### config.mk
export PLATFORM = sky130hd
export DESIGN_NAME = vga_src_sched_flat
export DESIGN_NICKNAME = d
export VERILOG_FILES = /design/src/rtl/vga_src_sched_if.sv /design/src/rtl/vga_src_sched.sv /design/src/flat_wrapper.sv
export SDC_FILE = /design/constraint.sdc
export NUM_CORES = 1
export LEC_CHECK = 0
export ABC_AREA = 1
export BUFFER_PORTS_ARGS = -buffer_cell sky130_fd_sc_hd__buf_2
export CAP_MARGIN = 20
export CORE_ASPECT_RATIO = 0.9
export CORE_MARGIN = 5
export CORE_UTILIZATION = 40
export CTS_BUF_LIST = sky130_fd_sc_hd__clkbuf_4
export DETAILED_ROUTE_END_ITERATION = 10
export GPL_TIMING_DRIVEN = 1
export PLACE_DENSITY = 0.66
export SETUP_SLACK_MARGIN = 0.3
export SLEW_MARGIN = 25
export SYNTH_ARGS = -nofsm -noshare
export SYNTH_HDL_FRONTEND = slang
export SYNTH_SLANG_ARGS = --single-unit
### constraint.sdc
create_clock -name vga_clk -period 1.6 [get_ports vga_clk]
set_input_delay 0.24 -clock vga_clk [delete_from_list [all_inputs] [get_ports vga_clk]]
set_output_delay 0.24 -clock vga_clk [all_outputs]
set_load 0.03 [all_outputs]
### src/rtl/vga_src_sched_if.sv
// vga_src_sched_if
//   Bundles the pixel-stage signals of the display-source scheduler.
//   master : timing generator / colour-bar / FIFO side (drives coordinates,
//            requests, bar and FIFO data; observes read strobe and pixels)
//   slave  : the scheduler itself
//   Signals: pix_x/pix_y (12b coords), key_next, auto_en, bar_data (16b),
//            fifo_data (16b), fifo_empty, fifo_rd_en, pix_data (16b),
//            mode (2b), uflow_cnt (16b).
interface vga_src_sched_if;
  logic [11:0] pix_x;
  logic [11:0] pix_y;
  logic        key_next;
  logic        auto_en;
  logic [15:0] bar_data;
  logic [15:0] fifo_data;
  logic        fifo_empty;
  logic        fifo_rd_en;
  logic [15:0] pix_data;
  logic [1:0]  mode;
  logic [15:0] uflow_cnt;

  modport master (
    output pix_x, pix_y, key_next, auto_en, bar_data, fifo_data, fifo_empty,
    input  fifo_rd_en, pix_data, mode, uflow_cnt
  );

  modport slave (
    input  pix_x, pix_y, key_next, auto_en, bar_data, fifo_data, fifo_empty,
    output fifo_rd_en, pix_data, mode, uflow_cnt
  );
endinterface

### src/rtl/vga_src_sched.sv
// vga_src_sched
//   Frame-synchronous RGB565 pixel-source scheduler. Picks colour bars, a
//   solid colour, a grid or the SDRAM image stream; mode changes (key pulse
//   or auto timer) take effect only at the last active pixel of a frame.
//   Ports: vga_clk (pixel clock), sys_rst_n (async, active-low),
//          bus (vga_src_sched_if.slave: coordinates, requests, source data,
//          FIFO read strobe, registered pixel, mode, underflow count).
//
//   state   | meaning
//   M_BAR   | external colour-bar data passed through
//   M_SOLID | solid colour from table, next colour every frame
//   M_GRID  | white grid lines on black
//   M_IMG   | pixels read from SDRAM FIFO, underflow shown as UFLOW_COLOR
module vga_src_sched #(
  parameter logic [11:0] H_VALID     = 12'd640,
  parameter logic [11:0] V_VALID     = 12'd480,
  parameter logic [7:0]  AUTO_FRAMES = 8'd120,
  parameter logic [2:0]  GRID_SHIFT  = 3'd5,
  parameter logic [15:0] UFLOW_COLOR = 16'h8410
) (
  input logic            vga_clk,
  input logic            sys_rst_n,
  vga_src_sched_if.slave bus
);

  typedef enum logic [1:0] {M_BAR = 2'd0, M_SOLID = 2'd1, M_GRID = 2'd2, M_IMG = 2'd3} mode_e;

  localparam logic [11:0] GRID_MASK = (12'd1 << GRID_SHIFT) - 12'd1;

  mode_e       mode_q, mode_d;
  logic        key_pend_q, key_pend_d;
  logic [7:0]  frame_cnt_q, frame_cnt_d;
  logic [2:0]  solid_idx_q, solid_idx_d;
  logic [15:0] uflow_q;
  logic [15:0] pix_q;

  logic        s1_active, s1_grid, s1_hit, s1_miss;
  mode_e       s1_mode;
  logic [15:0] s1_solid;

  logic        active, frame_end, auto_expire, advance, grid_hit, rd_en;
  logic [15:0] solid_color;

  assign active      = (bus.pix_x < H_VALID) && (bus.pix_y < V_VALID);
  assign frame_end   = active && (bus.pix_x == H_VALID - 12'd1) && (bus.pix_y == V_VALID - 12'd1);
  assign auto_expire = bus.auto_en && (frame_cnt_q == AUTO_FRAMES - 8'd1);
  assign advance     = frame_end && (key_pend_q || auto_expire);
  assign grid_hit    = ((bus.pix_x & GRID_MASK) == 12'd0) || ((bus.pix_y & GRID_MASK) == 12'd0);
  // mode_q resets asynchronously, so the strobe drops with reset and no edge.
  assign rd_en       = (mode_q == M_IMG) && active && !bus.fifo_empty;

  always_comb begin
    solid_color = 16'hF800;
    case (solid_idx_q)
      3'd0: solid_color = 16'hF800;
      3'd1: solid_color = 16'hFC00;
      3'd2: solid_color = 16'hFFE0;
      3'd3: solid_color = 16'h07E0;
      3'd4: solid_color = 16'h07FF;
      3'd5: solid_color = 16'h001F;
      3'd6: solid_color = 16'hF81F;
      3'd7: solid_color = 16'hFFFF;
      default: solid_color = 16'hF800;
    endcase
  end

  always_comb begin
    mode_d      = mode_q;
    key_pend_d  = key_pend_q | bus.key_next;
    frame_cnt_d = frame_cnt_q;
    solid_idx_d = solid_idx_q;

    if (advance) begin
      case (mode_q)
        M_BAR:   mode_d = M_SOLID;
        M_SOLID: mode_d = M_GRID;
        M_GRID:  mode_d = M_IMG;
        M_IMG:   mode_d = M_BAR;
        default: mode_d = M_BAR;
      endcase
      // A pulse landing exactly on the advancing pixel belongs to the next frame.
      key_pend_d = bus.key_next;
    end

    if (!bus.auto_en || advance)
      frame_cnt_d = 8'd0;
    else if (frame_end)
      frame_cnt_d = frame_cnt_q + 8'd1;

    if (advance && mode_q == M_BAR)
      solid_idx_d = 3'd0;
    else if (frame_end && mode_q == M_SOLID)
      solid_idx_d = solid_idx_q + 3'd1;
  end

  always_ff @(posedge vga_clk or negedge sys_rst_n) begin
    if (!sys_rst_n) begin
      mode_q      <= M_BAR;
      key_pend_q  <= 1'b0;
      frame_cnt_q <= 8'd0;
      solid_idx_q <= 3'd0;
    end else begin
      mode_q      <= mode_d;
      key_pend_q  <= key_pend_d;
      frame_cnt_q <= frame_cnt_d;
      solid_idx_q <= solid_idx_d;
    end
  end

  // Stage 1: everything that depends on the current coordinate and mode is
  // captured here, so a mode change at frame_end only affects the next frame.
  always_ff @(posedge vga_clk or negedge sys_rst_n) begin
    if (!sys_rst_n) begin
      s1_active <= 1'b0;
      s1_mode   <= M_BAR;
      s1_grid   <= 1'b0;
      s1_solid  <= 16'h0000;
      s1_hit    <= 1'b0;
      s1_miss   <= 1'b0;
    end else begin
      s1_active <= active;
      s1_mode   <= mode_q;
      s1_grid   <= grid_hit;
      s1_solid  <= solid_color;
      s1_hit    <= rd_en;
      s1_miss   <= (mode_q == M_IMG) && active && bus.fifo_empty;
    end
  end

  // Stage 2: bar_data and fifo_data arrive one cycle after their coordinate.
  always_ff @(posedge vga_clk or negedge sys_rst_n) begin
    if (!sys_rst_n) begin
      pix_q   <= 16'h0000;
      uflow_q <= 16'h0000;
    end else begin
      if (!s1_active) begin
        pix_q <= 16'h0000;
      end else begin
        case (s1_mode)
          M_BAR:   pix_q <= bus.bar_data;
          M_SOLID: pix_q <= s1_solid;
          M_GRID:  pix_q <= s1_grid ? 16'hFFFF : 16'h0000;
          M_IMG:   pix_q <= s1_hit ? bus.fifo_data : UFLOW_COLOR;
          default: pix_q <= 16'h0000;
        endcase
      end
      if (s1_miss && uflow_q != 16'hFFFF)
        uflow_q <= uflow_q + 16'd1;
    end
  end

  assign bus.fifo_rd_en = rd_en;
  assign bus.pix_data   = pix_q;
  assign bus.mode       = mode_q;
  assign bus.uflow_cnt  = uflow_q;

endmodule
### src/flat_wrapper.sv
// flat-port wrapper written by rule: the top's interface ports become plain ports
module vga_src_sched_flat 
#(
  parameter logic [11:0] H_VALID     = 12'd640,
  parameter logic [11:0] V_VALID     = 12'd480,
  parameter logic [7:0]  AUTO_FRAMES = 8'd120,
  parameter logic [2:0]  GRID_SHIFT  = 3'd5,
  parameter logic [15:0] UFLOW_COLOR = 16'h8410
)
  (vga_clk, sys_rst_n, bus_pix_x, bus_pix_y, bus_key_next, bus_auto_en, bus_bar_data, bus_fifo_data, bus_fifo_empty, bus_fifo_rd_en, bus_pix_data, bus_mode, bus_uflow_cnt);
  vga_src_sched_if bus_i ();
  input logic vga_clk;
  input logic sys_rst_n;
  input wire logic [$bits(bus_i.pix_x)-1:0] bus_pix_x;
  input wire logic [$bits(bus_i.pix_y)-1:0] bus_pix_y;
  input wire logic [$bits(bus_i.key_next)-1:0] bus_key_next;
  input wire logic [$bits(bus_i.auto_en)-1:0] bus_auto_en;
  input wire logic [$bits(bus_i.bar_data)-1:0] bus_bar_data;
  input wire logic [$bits(bus_i.fifo_data)-1:0] bus_fifo_data;
  input wire logic [$bits(bus_i.fifo_empty)-1:0] bus_fifo_empty;
  output wire logic [$bits(bus_i.fifo_rd_en)-1:0] bus_fifo_rd_en;
  output wire logic [$bits(bus_i.pix_data)-1:0] bus_pix_data;
  output wire logic [$bits(bus_i.mode)-1:0] bus_mode;
  output wire logic [$bits(bus_i.uflow_cnt)-1:0] bus_uflow_cnt;
  assign bus_i.pix_x = bus_pix_x;
  assign bus_i.pix_y = bus_pix_y;
  assign bus_i.key_next = bus_key_next;
  assign bus_i.auto_en = bus_auto_en;
  assign bus_i.bar_data = bus_bar_data;
  assign bus_i.fifo_data = bus_fifo_data;
  assign bus_i.fifo_empty = bus_fifo_empty;
  assign bus_fifo_rd_en = bus_i.fifo_rd_en;
  assign bus_pix_data = bus_i.pix_data;
  assign bus_mode = bus_i.mode;
  assign bus_uflow_cnt = bus_i.uflow_cnt;
  vga_src_sched #(.H_VALID(H_VALID), .V_VALID(V_VALID), .AUTO_FRAMES(AUTO_FRAMES), .GRID_SHIFT(GRID_SHIFT), .UFLOW_COLOR(UFLOW_COLOR)) u_core (.vga_clk(vga_clk), .sys_rst_n(sys_rst_n), .bus(bus_i));
endmodule
==> flow_metrics.tcl <==
set metrics [dict create \
    run_status "finished clean" \
    synth_cell_types 29 \
    final_common_cell "nand2_1" \
    antenna_cells 0 \
    cp_max_fo 5 \
    worst_pin_slew_ns 0.481 \
    cts_tree "done" \
    grt_start_max_net_pins 57 \
    utilization_pct 60.6 \
    post-place-ws_ns 0.0479 \
    track_usage_pct 16.8 \
    drt_pre_antenna_iters 4 \
    maxSlewHeadroom_pct 68.0 \
    synth.top_cells.by_area "dfrtp_1 46%, nand2_1 12%, nor2_1 8.1%" \
    synth_edf_count 0 \
    gr-total-overflow 0 \
    dp_hpwl_um 5470 \
    cp_top_family "simple AND/OR/NAND/NOR gates" \
    syn2layout_area_growth_pct 49.0 \
    path_clk_slew_ns 0.18 \
    grt_first_pass_wirelength_um 12900 \
    route.detailed.drc 0 \
    final_cell_mix "84 x nand2_1, 80 x buf_2, 51 x nor2_1" \
    die-area_sq_um 9490 \
    dr.first_iter.drc_count 106 \
    period_share_pct 95.9 \
    worstPathRequired_ns 1.91 \
    netlist_area_sq_um 3050 \
    wire_per_inst_um 13.9 \
    dieHeight_um 92.9 \
    fin_skew_ns 0.0208 \
    cts_max_path_buffers 2 \
    netlist.area_leader.share_pct 45.9 \
    power.density_nw_per_um2 490 \
    syn-num-nets 459 \
    start_kind "flip-flop" \
    yosysWarnings 0 \
    setup_viol 0 \
    slew_viol_final 0 \
    vias_per_cell 4.83 \
    ios 96 \
    antenna_found_initial 0 \
    core_sq_um 7510 \
    clock-sinks 56 \
    critPathSlowestCell "dfrtp_2" \
    drive_gt1_share_pct 43.1 \
    worst-path-buf-inv 2 \
    io_buffers 95 \
    path_common_cell "nor2_4" \
    synth-main-ff-cell "dfrtp_1" \
    syn_avg_cell_area_sq_um 7.87 \
    synth_cells 388 \
    htreeDepth 2 \
    cts_buffers 5 \
    cts_root_buf "clkbuf_4" \
    max_freq_ghz 0.652 \
    synth-async-reset-ratio_pct 100 \
    finalWorstSetupSlack_ns 0.0657 \
    grt_pass1_vias 2841 \
    finalPower_mw 2.23 \
    synth_seq_area_share_pct 45.9 \
    path_cells "nand2_4 > inv_2 > nand2_2 > nor2_4 > nand3_4 > nand2_8 > buf_6 > nor2_4 > xor2_1" \
    rsz0062_at_grt "yes" \
    fin_crit_ns 1.53 \
    vias 3028 \
    arrival_ns 1.84 \
    path_class "reg2reg" \
    synth-seq-cells 56 \
    fin_nets 601 \
    ant_nets 0 \
    insertion_delay_ns 0.39 \
    drt_wl_total_um 8740 \
    vdd_drop_max_mv 0.356 \
    yosysTopAreaCell "dfrtp_1" \
    leakage_nw 2.49 \
    hp-class "in2reg" \
    hold_ws_ns 0.0410 \
    hold_viol_final 0 \
    gp_congestion 0.867 \
    rows 30 \
    start_util_pct 40.7 \
    dp.cells 577 \
    instances_no_fill 627 \
    cap_violations 0 \
    end_kind "flip-flop" \
    fp.dieW_um 102 \
    cpPeakStageDelay_ns 0.47 \
]
## stage by stage
stage	TNS [ns]	area [sq um]
after global routing	-0.0256	4550
after detailed placement	0	3690
after global placement	0	3690
after CTS	0	4110
final	0	4550
after floorplan	0	3090
## registers in the layout, summed over array words and instances, names as in the netlist
| signal | cells |
|---|---|
| u_core.bus.pix_data | 16 |
| u_core.bus.uflow_cnt | 16 |
| u_core.frame_cnt_q | 8 |
| u_core.s1_solid | 4 |
| u_core.solid_idx_q | 3 |
| u_core.bus.mode | 2 |
| u_core.s1_mode | 2 |
| u_core.key_pend_q | 1 |
| u_core.s1_active | 1 |
| u_core.s1_grid | 1 |
| u_core.s1_hit | 1 |
| u_core.s1_miss | 1 |
## where the power goes
| group | internal [mW] | total, mW | switching, mW | leakage [nW] |
|---|---|---|---|---|
| registers | 1.42 | 1.42 | 0.00218 | 0.713 |
| logic | 0.0731 | 0.161 | 0.0874 | 1.74 |
| clock network | 0.179 | 0.651 | 0.473 | 0.0356 |
| total | 1.67 | 2.23 | 0.562 | 2.49 |
## worst register-to-register path: cells and delay by family, from the launching register on
kind / cells / cell delay, ns
flip-flops: 1 / 0.47
AND/OR/NAND/NOR: 6 / 0.63
XOR/XNOR: 1 / 0.14
buffers and inverters: 2 / 0.21
## Yosys cell counts (2+ instances only)
cell type,instances
nand3_1,16
xor2_1,17
buf_2,3
o21ai_0,9
clkbuf_1,2
nand2_1,100
o221ai_1,15
o21bai_1,2
nand2_2,2
inv_1,57
o211ai_1,2
dfrtp_1,56
nor3_1,5
nor2_1,66
nand4_1,12
buf_6,2
ha_1,10
## metal layers
| metal | track usage, % | vias up | routed length [um] |
|---|---|---|---|
| met3 | 3.39 | 16 | 501 |
| met4 | 4.48 | 0 | 184 |
| li1 | - | 1516 | - |
| met5 | 0 | - | 0 |
| met2 | 28.8 | 88 | 4530 |
| met1 | 21.3 | 1408 | 3530 |
## logic make-up after synthesis
| kind of cell | synth area share (%) |
|---|---|
| XOR/XNOR | 5.16 |
| adder cells (fa/ha/maj) | 4.10 |
| AO/OA/AOI/OAI | 7.95 |
| buffers and inverters | 8.85 |
| flip-flops | 45.9 |
| AND/OR/NAND/NOR | 28.1 |
## layout make-up
cell class / instances / area [sq um]
Sequential cell: 56 / 1420
Clock inverter: 3 / 22.5
Clock buffer: 5 / 37.5
Fill cell: 632 / 2960
Multi-Input combinational cell: 268 / 1760
Inverter: 58 / 234
Tap cell: 96 / 120
Timing Repair Buffer: 141 / 963
## path summary, 6_finish.rpt
kind                            depth (start not counted)  slack (ns)                                   to                                 from
worst min register to register                          0        0.50         u_core.s1_solid[4]$_DFF_PN0_    u_core.solid_idx_q[2]$_DFFE_PN0P_
min in group asynchronous                               3        0.35  u_core.bus.uflow_cnt[5]$_DFFE_PN0P_                            sys_rst_n
worst max register to register                          9        0.07  u_core.bus.uflow_cnt[4]$_DFFE_PN0P_  u_core.bus.uflow_cnt[5]$_DFFE_PN0P_
worst min-delay path                                    2        0.04             u_core.s1_grid$_DFF_PN0_                         bus_pix_y[4]
max in group asynchronous                               3        0.96       u_core.bus.mode[0]$_DFFE_PN0P_                            sys_rst_n
worst max-delay path                                    9        0.07  u_core.bus.uflow_cnt[4]$_DFFE_PN0P_  u_core.bus.uflow_cnt[5]$_DFFE_PN0P_
## repair_timing
action / in CTS / in global routing
hold buffers: 1 / 0
pin swaps: 13 / 25
setup endpoints to repair: 55 / 59
resized for setup: 66 / 78
gates cloned: 2 / 0
setup buffers: 17 / 22
hold endpoints to repair: 56 / 0
(Power assumes the default switching activity.)
